--- config.mk ---
export PLATFORM = sky130hd
export DESIGN_NAME = msg_schedule
export DESIGN_NICKNAME = d
export VERILOG_FILES = /design/src/rtl/msg_schedule.sv
export SDC_FILE = /design/constraint.sdc
export NUM_CORES = 1
export LEC_CHECK = 0
export BUFFER_PORTS_ARGS = -buffer_cell sky130_fd_sc_hd__buf_2
export CORE_MARGIN = 2
export CORE_UTILIZATION = 40
export DETAILED_ROUTE_END_ITERATION = 12
export SYNTH_ARGS = -nofsm -noshare
export SYNTH_HDL_FRONTEND = slang
export SYNTH_SLANG_ARGS = --single-unit
--- constraint.sdc ---
create_clock -name clk -period 13.4 [get_ports clk]
set_input_delay 0.67 -clock clk [delete_from_list [all_inputs] [get_ports clk]]
set_output_delay 0.67 -clock clk [all_outputs]
set_load 0.05 [all_outputs]
--- src/rtl/msg_schedule.sv ---
// SHA-256 message-schedule stage: passes block words through for rounds 0-15
// and expands them from a 16-word sliding window for rounds 16-63.
module msg_schedule #(
  parameter int unsigned WORD_W = 32,
  parameter int unsigned ROUNDS = 64
) (
  input  logic              clk,
  input  logic              reset,
  input  logic              step,
  input  logic [5:0]        k_num,
  input  logic [WORD_W-1:0] in_word,
  output logic [WORD_W-1:0] w_out,
  output logic              w_valid,
  output logic              blk_done,
  output logic              seq_err
);

  localparam int unsigned IDX_W = 6;
  localparam int unsigned WIN_N = 16;
  localparam logic [IDX_W-1:0] LAST_T = IDX_W'(ROUNDS - 1);
  localparam logic [IDX_W-1:0] WIN_T  = IDX_W'(WIN_N);

  // win[WIN_N-1] is W[t-1], win[0] is W[t-16]
  logic [WORD_W-1:0] win [WIN_N];
  logic [IDX_W-1:0]  exp_idx;
  logic [WORD_W-1:0] new_word_c;

  function automatic logic [WORD_W-1:0] rotr(input logic [WORD_W-1:0] x,
                                             input int unsigned n);
    return (x >> n) | (x << (WORD_W - n));
  endfunction

  function automatic logic [WORD_W-1:0] sig0(input logic [WORD_W-1:0] x);
    return rotr(x, 7) ^ rotr(x, 18) ^ (x >> 3);
  endfunction

  function automatic logic [WORD_W-1:0] sig1(input logic [WORD_W-1:0] x);
    return rotr(x, 17) ^ rotr(x, 19) ^ (x >> 10);
  endfunction

  // Next schedule word: block word for early rounds, expansion afterwards
  always_comb begin
    new_word_c = in_word;
    if (k_num >= WIN_T) begin
      new_word_c = sig1(win[14]) + win[9] + sig0(win[1]) + win[0];
    end
  end

  // Window shift, output register and round-index tracking
  always_ff @(posedge clk) begin
    if (reset) begin
      w_out    <= '0;
      w_valid  <= 1'b0;
      blk_done <= 1'b0;
      seq_err  <= 1'b0;
      exp_idx  <= '0;
      for (int i = 0; i < int'(WIN_N); i++) begin
        win[i] <= '0;
      end
    end else begin
      w_valid  <= 1'b0;
      blk_done <= 1'b0;
      if (step) begin
        for (int i = 0; i < int'(WIN_N) - 1; i++) begin
          win[i] <= win[i+1];
        end
        win[WIN_N-1] <= new_word_c;
        w_out        <= new_word_c;
        w_valid      <= 1'b1;
        blk_done     <= (k_num == LAST_T);
        if (k_num != exp_idx) begin
          seq_err <= 1'b1;
        end
        // Resynchronise to the received index so a single slip flags once
        exp_idx <= (k_num == LAST_T) ? '0 : k_num + IDX_W'(1);
      end
    end
  end

endmodule
==> results.cfg, run 1 <==
[status]
status = complete, no violations

[route]
ant_nets = 0
drcViolationCount = 0
wl_per_cell_um = 19.7
vias = 13500
firstDrtPassIters = 4
vias_per_cell = 4.86
drtIter0Drc = 1143
wirelength_um = 54800

[global_routing]
grt_usage_pct = 17.4
grt_max_degree = 144
antenna_found_initial = 4
grt_pass1_vias = 13500
overflow = 0
grt_pass1_wl_um = 83300

[critical_path]
max_stage_delay_ns = 0.52
crit_chain = xnor2_1 -> xnor2_1 -> fa_1 -> inv_1 -> fa_1 -> inv_1 -> ha_1 -> inv_1 -> fa_1 -> nor2b_1 -> o2111ai_1 -> a31oi_1 -> o21ai_1 -> a21oi_1 -> o22ai_2 -> xnor2_1 -> mux2i_1 -> a211oi_1
worst_setup_path_start_kind = register
setup.worst_path.class = reg -> reg
path_buf_inv = 3
worstPathRequired_ns = 13.92
worstPathMaxFanout = 4
end_kind = register
critical_path.top_delay_family = adder cells
crit_slowest_cell = edfxtp_1
arrival_ns = 5.54

[timing]
period_minus_slack_ns = 5.02
slew_headroom_pct = 29.6
min_period_over_period_pct = 37.5
worstMarginPinSlew_ns = 1.06
finalSetupTns_ns = 0
clock.fmax_mhz = 199
finalClockSkew_ns = 0.0312
rsz0062_at_grt = false
setup_ws_ns = 8.38
slew_viol_final = 0
hold_violations = 0
finalSetupViolCount = 0

[floorplan]
rows = 91
dieArea_um2 = 64400
core-area_um2 = 61700
io-pin-count = 76
initial_core_util_pct = 40.4
chipHeight_um = 254
die_width_um = 254

[final_layout]
multi_input_area_um2 = 7910
antenna_cells = 0
n_fill_cell = 5608
area_growth_pct = 12.1
nNetsFinal = 2038
seqCellArea_um2 = 16200
final_common_cell = edfxtp_1
drive_gt1_share_pct = 9.34
layout_common_cells = edfxtp_1, and2_1, nor2b_1

[synthesis]
async_reset_ff_share_pct = 0
synth_area_um2 = 25000
synth.yosys.seq_area_share_pct = 64.9
synth_edf_count = 512
synth-seq-cells = 553
yosysUniqueCellTypes = 64
synth-warning-count = 0
syn-num-nets = 1977
synth_cells = 1842
synthFlopType = edfxtp_1
syn_area_per_cell_um2 = 13.6

[clock_network]
ctsResizeCount = 0
clock_sinks = 553
cts_tree = yes
cts_buffers = 57
insertion_delay_ns = 0.62
postCtsHoldBufs = 0
clockBufferDepth = 3
cts.clk_slew.worst_paths_ns = 0.06
cts-root-buf = clkbuf_16
post_cts_buffers = 0
htreeDepth = 2

[job]
maxCapViolCount = 0

[placed_design]
place_hpwl_um = 36900
post-place-ws_ns = 8.28
gp_congestion = 0.893
numPortBuffers = 75

[pwr]
p_per_area_nw_per_um2 = 233
ir_worst_vdd_mv = 0.187
p_leak_nw = 11.1

[hold_path]
hold_class = in -> reg
where the power goes:
| part | switching (W) | internal [W] | total (W) |
|---|---|---|---|
| clock | 0.000661 | 0.000877 | 0.00154 |
| combinational | 0.00172 | 0.000980 | 0.00270 |
| sequential | 0.000137 | 0.00215 | 0.00229 |
| total | 0.00252 | 0.00401 | 0.00653 |
kinds of logic (layout without fill, tap and decap cells):
group | Yosys count | in the layout | synth area share, %
xor gates and xnor gates | 153 | 153 | 5.37
and+or+nand+nor | 643 | 643 | 14.9
buffers and inverters | 228 | 335 | 3.45
adders and majority gates | 94 | 94 | 6.58
AOI/OAI and AO/OA | 161 | 161 | 4.41
DFF | 553 | 553 | 64.9
muxes | 10 | 10 | 0.401
per-layer routing:
metal | GRT usage, % | vias to the layer above | routed length (µm)
met5 | 0 | - | 13
met4 | 4.89 | 2 | 1290
met3 | 2.66 | 81 | 3000
met2 | 26.5 | 329 | 25000
met1 | 25.9 | 6798 | 25500
li1 | - | 6331 | -
metrics by stage:
stage | std cells | hold slack (ns) | utilization, % | power, W | instance area [µm²]
after CTS | 2786 | 0.280 | 45.3 | 0.00656 | 28000
after floorplan | 1842 | 0.445 | - | 0.00417 | 25000
after global placement | 2681 | 0.440 | 42.4 | 0.00499 | 26200
after global routing | 2786 | 0.318 | 45.3 | 0.00691 | 28000
final | 2786 | 0.322 | 45.3 | 0.00653 | 28000
after detailed placement | 2681 | 0.448 | 42.4 | 0.00499 | 26200
state kept, by name, indices dropped and copies added (netlist names):
signal,flops
win,512
exp_idx,6
seq_err,1
w_out,32
blk_done,1
w_valid,1
path summary, 6_finish.rpt:
path,from,end,slack [ns],cells after the start
hold / removal,k_num[0],exp_idx[0],0.32,2
hold reg to reg,w_out[11],w_out[11],0.47,1
setup reg to reg,win[14][18],w_out[25],8.38,18
setup / recovery,win[14][18],w_out[25],8.38,18
cells in the mapped netlist, drive strengths merged, types with 7 or more instances:
library cell,number,area [µm²]
o21a,8,68.8
a21oi,35,179
mux2i,10,100
a21o,16,123
clkbuf,80,300
a211oi,39,308
ha,32,400
edfxtp,512,15400
nand2,37,139
xor2,27,236
xnor2,126,1100
inv,145,544
nor2b,166,1040
nor2,87,327
o21ai,34,174
nand3,7,35.0
fa,62,1240
dfxtp,41,821
and2,321,2010
layout make-up:
type	count	share of cell area, %
clock buffers	76	5.58
clock inverters	29	0.881
inverters	145	1.99
multi-input cells	1061	28.3
flip-flops and latches	553	57.9
well taps	837	3.74
repair buffers	85	1.63
No activity file was read; power rests on OpenSTA's default activity.
==> run 2: changes to the inputs <==
--- a/config.mk
+++ b/config.mk
@@ -5,6 +5,7 @@
 export SDC_FILE = /design/constraint.sdc
 export NUM_CORES = 1
 export LEC_CHECK = 0
+export ABC_AREA = 1
 export BUFFER_PORTS_ARGS = -buffer_cell sky130_fd_sc_hd__buf_2
 export CORE_MARGIN = 2
 export CORE_UTILIZATION = 40
==> constraint.sdc (replaced) <==
create_clock -name clk -period 4.7 [get_ports clk]
set_input_delay 0.235 -clock clk [delete_from_list [all_inputs] [get_ports clk]]
set_output_delay 0.235 -clock clk [all_outputs]
set_load 0.05 [all_outputs]
==> results.cfg, run 2 <==
[status]
status = complete, no violations

[synthesis]
synth.most_common_cell = inv_1
syn_area_per_cell_um2 = 9.94
yosysTopAreaCell = edfxtp_1
syn-num-nets = 2796
synthAdderAreaFrac_pct = 6.20
yosysUniqueCellTypes = 33
synth_edf_count = 512
synthFlopType = edfxtp_1
synth-xor-area-share_pct = 4.40
synth_area_um2 = 26500
synth.yosys.seq_area_share_pct = 61.2
synth_cells = 2661
async_reset_ff_share_pct = 0
synth-warning-count = 0
netlist_top_cells_area = edfxtp_1, inv_1, nor2_1
yosys.area_share.simple_pct = 14.6
synth_compound_area_share_pct = 1.37
synthMuxAreaShare_pct = 0.0757
synth-seq-cells = 553
synth_common_cells = inv_1, nor2_1, edfxtp_1, nand2_1, xor2_1
synth_top_family_by_area = simple AND/OR/NAND/NOR gates
yosysTopAreaCellShare_pct = 58.1

[timing]
finalClockSkew_ns = 0.0381
slew_viol_final = 0
worstMarginPinSlew_ns = 1.04
setup_ws_ns = 0.343
slew_headroom_pct = 30.7
hold_violations = 0
period_minus_slack_ns = 4.36
finalSetupViolCount = 0
clock.fmax_mhz = 230
hold_ws_ns = 0.0342
min_period_over_period_pct = 92.7
rsz0062_at_grt = false

[final_layout]
n_fill_cell = 6270
area_growth_pct = 13.4
layout_common_cells = inv_1, nor2_1, edfxtp_1
final_common_cell = inv_1
nNetsFinal = 2912
antenna_cells = 0
top_regs = win: 512 flops, w_out: 32 flops, exp_idx: 6 flops
largest_reg_flops = 512
top_register = win
drive_gt1_share_pct = 7.93

[clock_network]
cts-root-buf = clkbuf_16
htreeDepth = 2
cts_tree = yes
insertion_delay_ns = 0.64
clockBufferDepth = 3
clock_sinks = 553
cts_buffers = 56
cts.clk_slew.worst_paths_ns = 0.07

[placed_design]
numPortBuffers = 75
post-place-ws_ns = 0.405
place_hpwl_um = 42000
gp_congestion = 0.912

[critical_path]
max_stage_delay_ns = 0.58
worstPathMaxFanout = 5
path_buf_inv = 3
ff2ff_setup_slack_ns = 0.34
worstPathRequired_ns = 5.03
arrival_ns = 4.69
crit_chain = xnor2_1 -> xor2_1 -> inv_1 -> fa_1 -> inv_1 -> fa_1 -> inv_1 -> ha_1 -> nand2_1 -> nor2_1 -> nand3_1 -> nand3_1 -> nand2_1 -> nand3_1 -> nand3_1 -> nand2_1 -> nor2_1
setup.worst_path.class = reg -> reg
reg2reg_to = win[15][29]
worst_setup_path_start_kind = register
r2r-start = win[1][15]
crit_top_cell = nand3_1
crit_slowest_cell = edfxtp_1
critical_path.top_delay_family = adder cells
reg2regPathDepth = 17
end_kind = register

[floorplan]
die_width_um = 261
chipHeight_um = 261
io-pin-count = 76
rows = 94
core-area_um2 = 65600
dieArea_um2 = 68200
initial_core_util_pct = 40.3

[route]
firstDrtPassIters = 5
wl_per_cell_um = 16.3
vias_per_cell = 4.48
drtIter0Drc = 1492
ant_nets = 0
vias = 16500
drcViolationCount = 0
wirelength_um = 60200

[pwr]
ir_worst_vdd_mv = 0.408
p_leak_nw = 13.5
p_per_area_nw_per_um2 = 641

[global_routing]
overflow = 0
antenna_found_initial = 0
grt_usage_pct = 18.0
grt_pass1_vias = 16300
grt_pass1_wl_um = 93200
grt_max_degree = 122

[hold_path]
hold_end = w_out[10]
hold_depth = 4
hold_class = in -> reg
min_from = in_word[10]

[job]
maxCapViolCount = 0
[run 2: cell count changes in the layout (fill, tap and decap cells not counted), sizes merged, moves of 14 or more]
cell / delta
inv: +630
nor2b: -166
nand3: +55
a211oi: -39
nand2: +268
nor2: +479
or2: +14
xnor2: -62
dlygate4sd3: +37
a21o: -15
a21oi: -16
xor2: +42
and2: -318
[run 2: area by class of cell]
type	instances	area, µm²	area share (%)
flip-flops and latches	553	16200	54.0
multi-input cells	1261	7050	23.5
well taps	864	1080	3.60
clock inverters	28	180	0.600
repair buffers	128	972	3.24
inverters	777	2930	9.76
clock buffers	78	1600	5.33
[run 2: metrics by stage]
| step | TNS, ns | util [%] | power [W] | area (µm²) | cells |
|---|---|---|---|---|---|
| 2_1_floorplan | -2055.56 | - | 0.0124 | 26500 | 2661 |
| 3_3_place_gp | 0 | 42.4 | 0.0149 | 27900 | 3546 |
| 3_5_place_dp | 0 | 42.4 | 0.0149 | 27900 | 3546 |
| 4_1_cts | 0 | 45.7 | 0.0194 | 30000 | 3689 |
| 5_1_grt | 0 | 45.7 | 0.0206 | 30000 | 3689 |
| 6_report | 0 | 45.7 | 0.0192 | 30000 | 3689 |
[run 2: logic make-up (layout without fill, tap and decap cells)]
logic type | after synthesis | count (layout)
AO/OA/AOI/OAI | 67 | 67
XOR/XNOR | 133 | 133
adder cells (fa/ha/maj) | 94 | 94
buffers and inverters | 847 | 1011
flip-flops | 553 | 553
multiplexers | 2 | 2
AND/OR/NAND/NOR | 965 | 965
[run 2: timing repair]
item,4_1_cts,5_1_grt
hold buffers,37,0
hold endpoints to repair,56,0
buffers inserted,0,0
gates resized for setup,0,0
[run 2: worst register-to-register path, delay by kind of cell, from the launching register on]
family,cells,cell delay [ns]
xor gates and xnor gates,2,0.53
adders and majority gates,3,1.40
buffers and inverters,3,0.20
DFF,1,0.58
and+or+nand+nor,9,1.37
[run 2: routing by layer]
| layer | up-vias | track usage [%] | wire, µm | share of wire, % |
|---|---|---|---|---|
| met4 | 0 | 5.76 | 1800 | 3.0 |
| met2 | 412 | 28.7 | 27600 | 46 |
| met3 | 96 | 3.10 | 3440 | 5.7 |
| met1 | 7857 | 25.1 | 27400 | 46 |
| li1 | 8157 | - | - | - |
| met5 | - | 0 | 0 | 0 |
[run 2: how the worst max path moves through the flow]
stage | slack (ns) | end | cells after the start | from
after floorplan | -3.98 | win[0][0] | 3 | reset
after global placement | 0.41 | win[15][17] | 20 | win[14][18]
after detailed placement | 0.40 | win[15][29] | 19 | win[14][18]
after CTS | 0.39 | win[15][29] | 19 | win[14][18]
after global routing | 0.17 | win[15][29] | 19 | win[14][18]
final | 0.34 | win[15][29] | 17 | win[1][15]
[run 2: where the power goes]
group          internal (W)  switching, W
Sequential          0.00612      0.000351
Combinational       0.00270       0.00575
Clock               0.00239       0.00193
==> run 3: changes to the inputs <==
--- a/config.mk
+++ b/config.mk
@@ -10,6 +10,7 @@
 export CORE_MARGIN = 2
 export CORE_UTILIZATION = 40
 export DETAILED_ROUTE_END_ITERATION = 12
+export RECOVER_POWER = 50
 export SYNTH_ARGS = -nofsm -noshare
 export SYNTH_HDL_FRONTEND = slang
 export SYNTH_SLANG_ARGS = --single-unit
==> results.cfg, run 3 (synthesis results as in run 2) <==
[global_routing]
use_met3_pct = 3.10
grt_use_met2_pct = 28.7
grt_pass1_vias = 16300
grt_pass1_wl_um = 93200
antenna_found_initial = 0
grt_usage_pct = 18.0
top_usage_layer = met2
grtUsageMet1_pct = 25.1
grt_max_degree = 122
overflow = 0

[critical_path]
ff2ff_setup_slack_ns = 0.29
end_kind = register
r2r-start = win[1][15]
worstPathRequired_ns = 4.98
arrival_ns = 4.69
setup.worst_path.class = reg -> reg
worstPathMaxFanout = 5
reg2regPathDepth = 17
reg2reg_to = win[15][29]
worst_setup_path_start_kind = register

[timing]
hold_ws_ns = 0.0349
worstMarginPinSlew_ns = 2.68
finalClockSkew_ns = 0.0372
rsz0062_at_grt = false
clock.fmax_mhz = 227
slew_viol_final = 198
finalSetupTns_ns = 0
finalSetupViolCount = 0
slew_headroom_pct = -78.5
period_minus_slack_ns = 4.41
min_period_over_period_pct = 93.9
hold_violations = 0

[placed_design]
dp.cells = 3546
place_hpwl_um = 42000
numPortBuffers = 75
gp_congestion = 0.912

[hold_path]
hold_depth = 4
hold_class = in -> reg
hold_end = w_out[10]
min_from = in_word[10]

[final_layout]
nNetsFinal = 2912
drive_gt1_share_pct = 6.62
final_common_cell = inv_1
layout_common_cells = inv_1, nor2_1, edfxtp_1
antenna_cells = 0
finalNonFillerCells = 3689
top_regs = win: 512 flops, w_out: 32 flops, exp_idx: 6 flops
area_growth_pct = 13.0
largest_reg_flops = 512
n_fill_cell = 6304
top_register = win

[floorplan]
chipHeight_um = 261
die_width_um = 261
initial_core_util_pct = 40.3
io-pin-count = 76
core-area_um2 = 65600
rows = 94
dieArea_um2 = 68200

[route]
firstDrtPassIters = 6
wl_per_cell_um = 16.3
vias = 16500
wirelength_um = 60200
drcViolationCount = 0
vias_per_cell = 4.47
drtIter0Drc = 1418
ant_nets = 0

[clock_network]
ctsResizeCount = 0
cts_tree = yes
htreeDepth = 2
cts.clk_slew.worst_paths_ns = 0.07
cts-root-buf = clkbuf_16
clock_sinks = 553
cts_buffers = 56
insertion_delay_ns = 0.64
post_cts_buffers = 0
clockBufferDepth = 3

[status]
violations = max-capacitance violations, max-slew violations
status = finished, violations left

[pwr]
p_per_area_nw_per_um2 = 642
p_leak_nw = 13.3
ir_worst_vdd_mv = 0.406
totalPowerFinal_w = 0.0192

[job]
maxCapViolCount = 2
-- run 3: cell types whose count changed in the layout (fill, tap and decap cells not counted), moves of 3 or more --
cell      delta
clkbuf_1    +36
buf_2       -35
buf_4        -4
clkbuf_2     +4
buf_12       -3
clkbuf_4     +3
-- run 3: area by class of cell --
class	count	area [µm²]	area share (%)
multi-input combinational	1261	7050	23.6
timing repair buffer	128	873	2.92
tap	864	1080	3.62
clock buffer	78	1600	5.35
clock inverter	28	180	0.603
sequential	553	16200	54.2
inverter	777	2920	9.78
-- run 3: timing repair --
| action | 4_1_cts | 5_1_grt |
|---|---|---|
| hold endpoints to repair | 56 | 0 |
| setup endpoints to repair | 0 | 0 |
| hold buffers | 37 | 0 |
-- run 3: metal layers --
layer | share of wire, % | vias up
li1 | - | 8157
met1 | 46 | 7833
met2 | 46 | 398
met3 | 5.3 | 94
met4 | 2.9 | 0
met5 | 0 | -
-- run 3: power breakdown --
| part | internal (W) | switching (W) | leakage, nW | total, W |
|---|---|---|---|---|
| registers | 0.00612 | 0.000353 | 5.99 | 0.00647 |
| logic | 0.00267 | 0.00574 | 6.46 | 0.00841 |
| clock network | 0.00239 | 0.00193 | 0.872 | 0.00431 |
-- run 3: worst max-delay path by stage --
stage | startpoint | to | slack [ns]
6_report | win[1][15] | win[15][29] | 0.29
5_1_grt | win[14][18] | win[15][29] | 0.1
4_1_cts | win[14][18] | win[15][29] | 0.39
3_5_place_dp | win[14][18] | win[15][29] | 0.40
3_3_place_gp | win[14][18] | win[15][17] | 0.41
2_1_floorplan | reset | win[0][0] | -3.98
-- run 3: per-stage QoR --
| stage | setup slack, ns | utilization, % | instance area (µm²) |
|---|---|---|---|
| detailed placement | 0.405 | 42.4 | 27900 |
| global placement | 0.413 | 42.4 | 27900 |
| floorplan | -3.98 | - | 26500 |
| CTS | 0.385 | 45.7 | 30000 |
| finish | 0.287 | 45.6 | 29900 |
| global route | 0.0963 | 45.6 | 29900 |
-- run 3: critical path, cell delays in order, from the launching register on --
cell and delay, ns:
edfxtp_1 0.58, xnor2_1 0.33, xor2_1 0.19, inv_1 0.08
fa_1 0.50, inv_1 0.06, fa_1 0.51, inv_1 0.06
ha_1 0.38, nand2_1 0.12, nor2_1 0.36, nand3_1 0.17
nand3_1 0.20, nand2_1 0.11, nand3_1 0.10, nand3_1 0.13
nand2_1 0.13, nor2_1 0.04
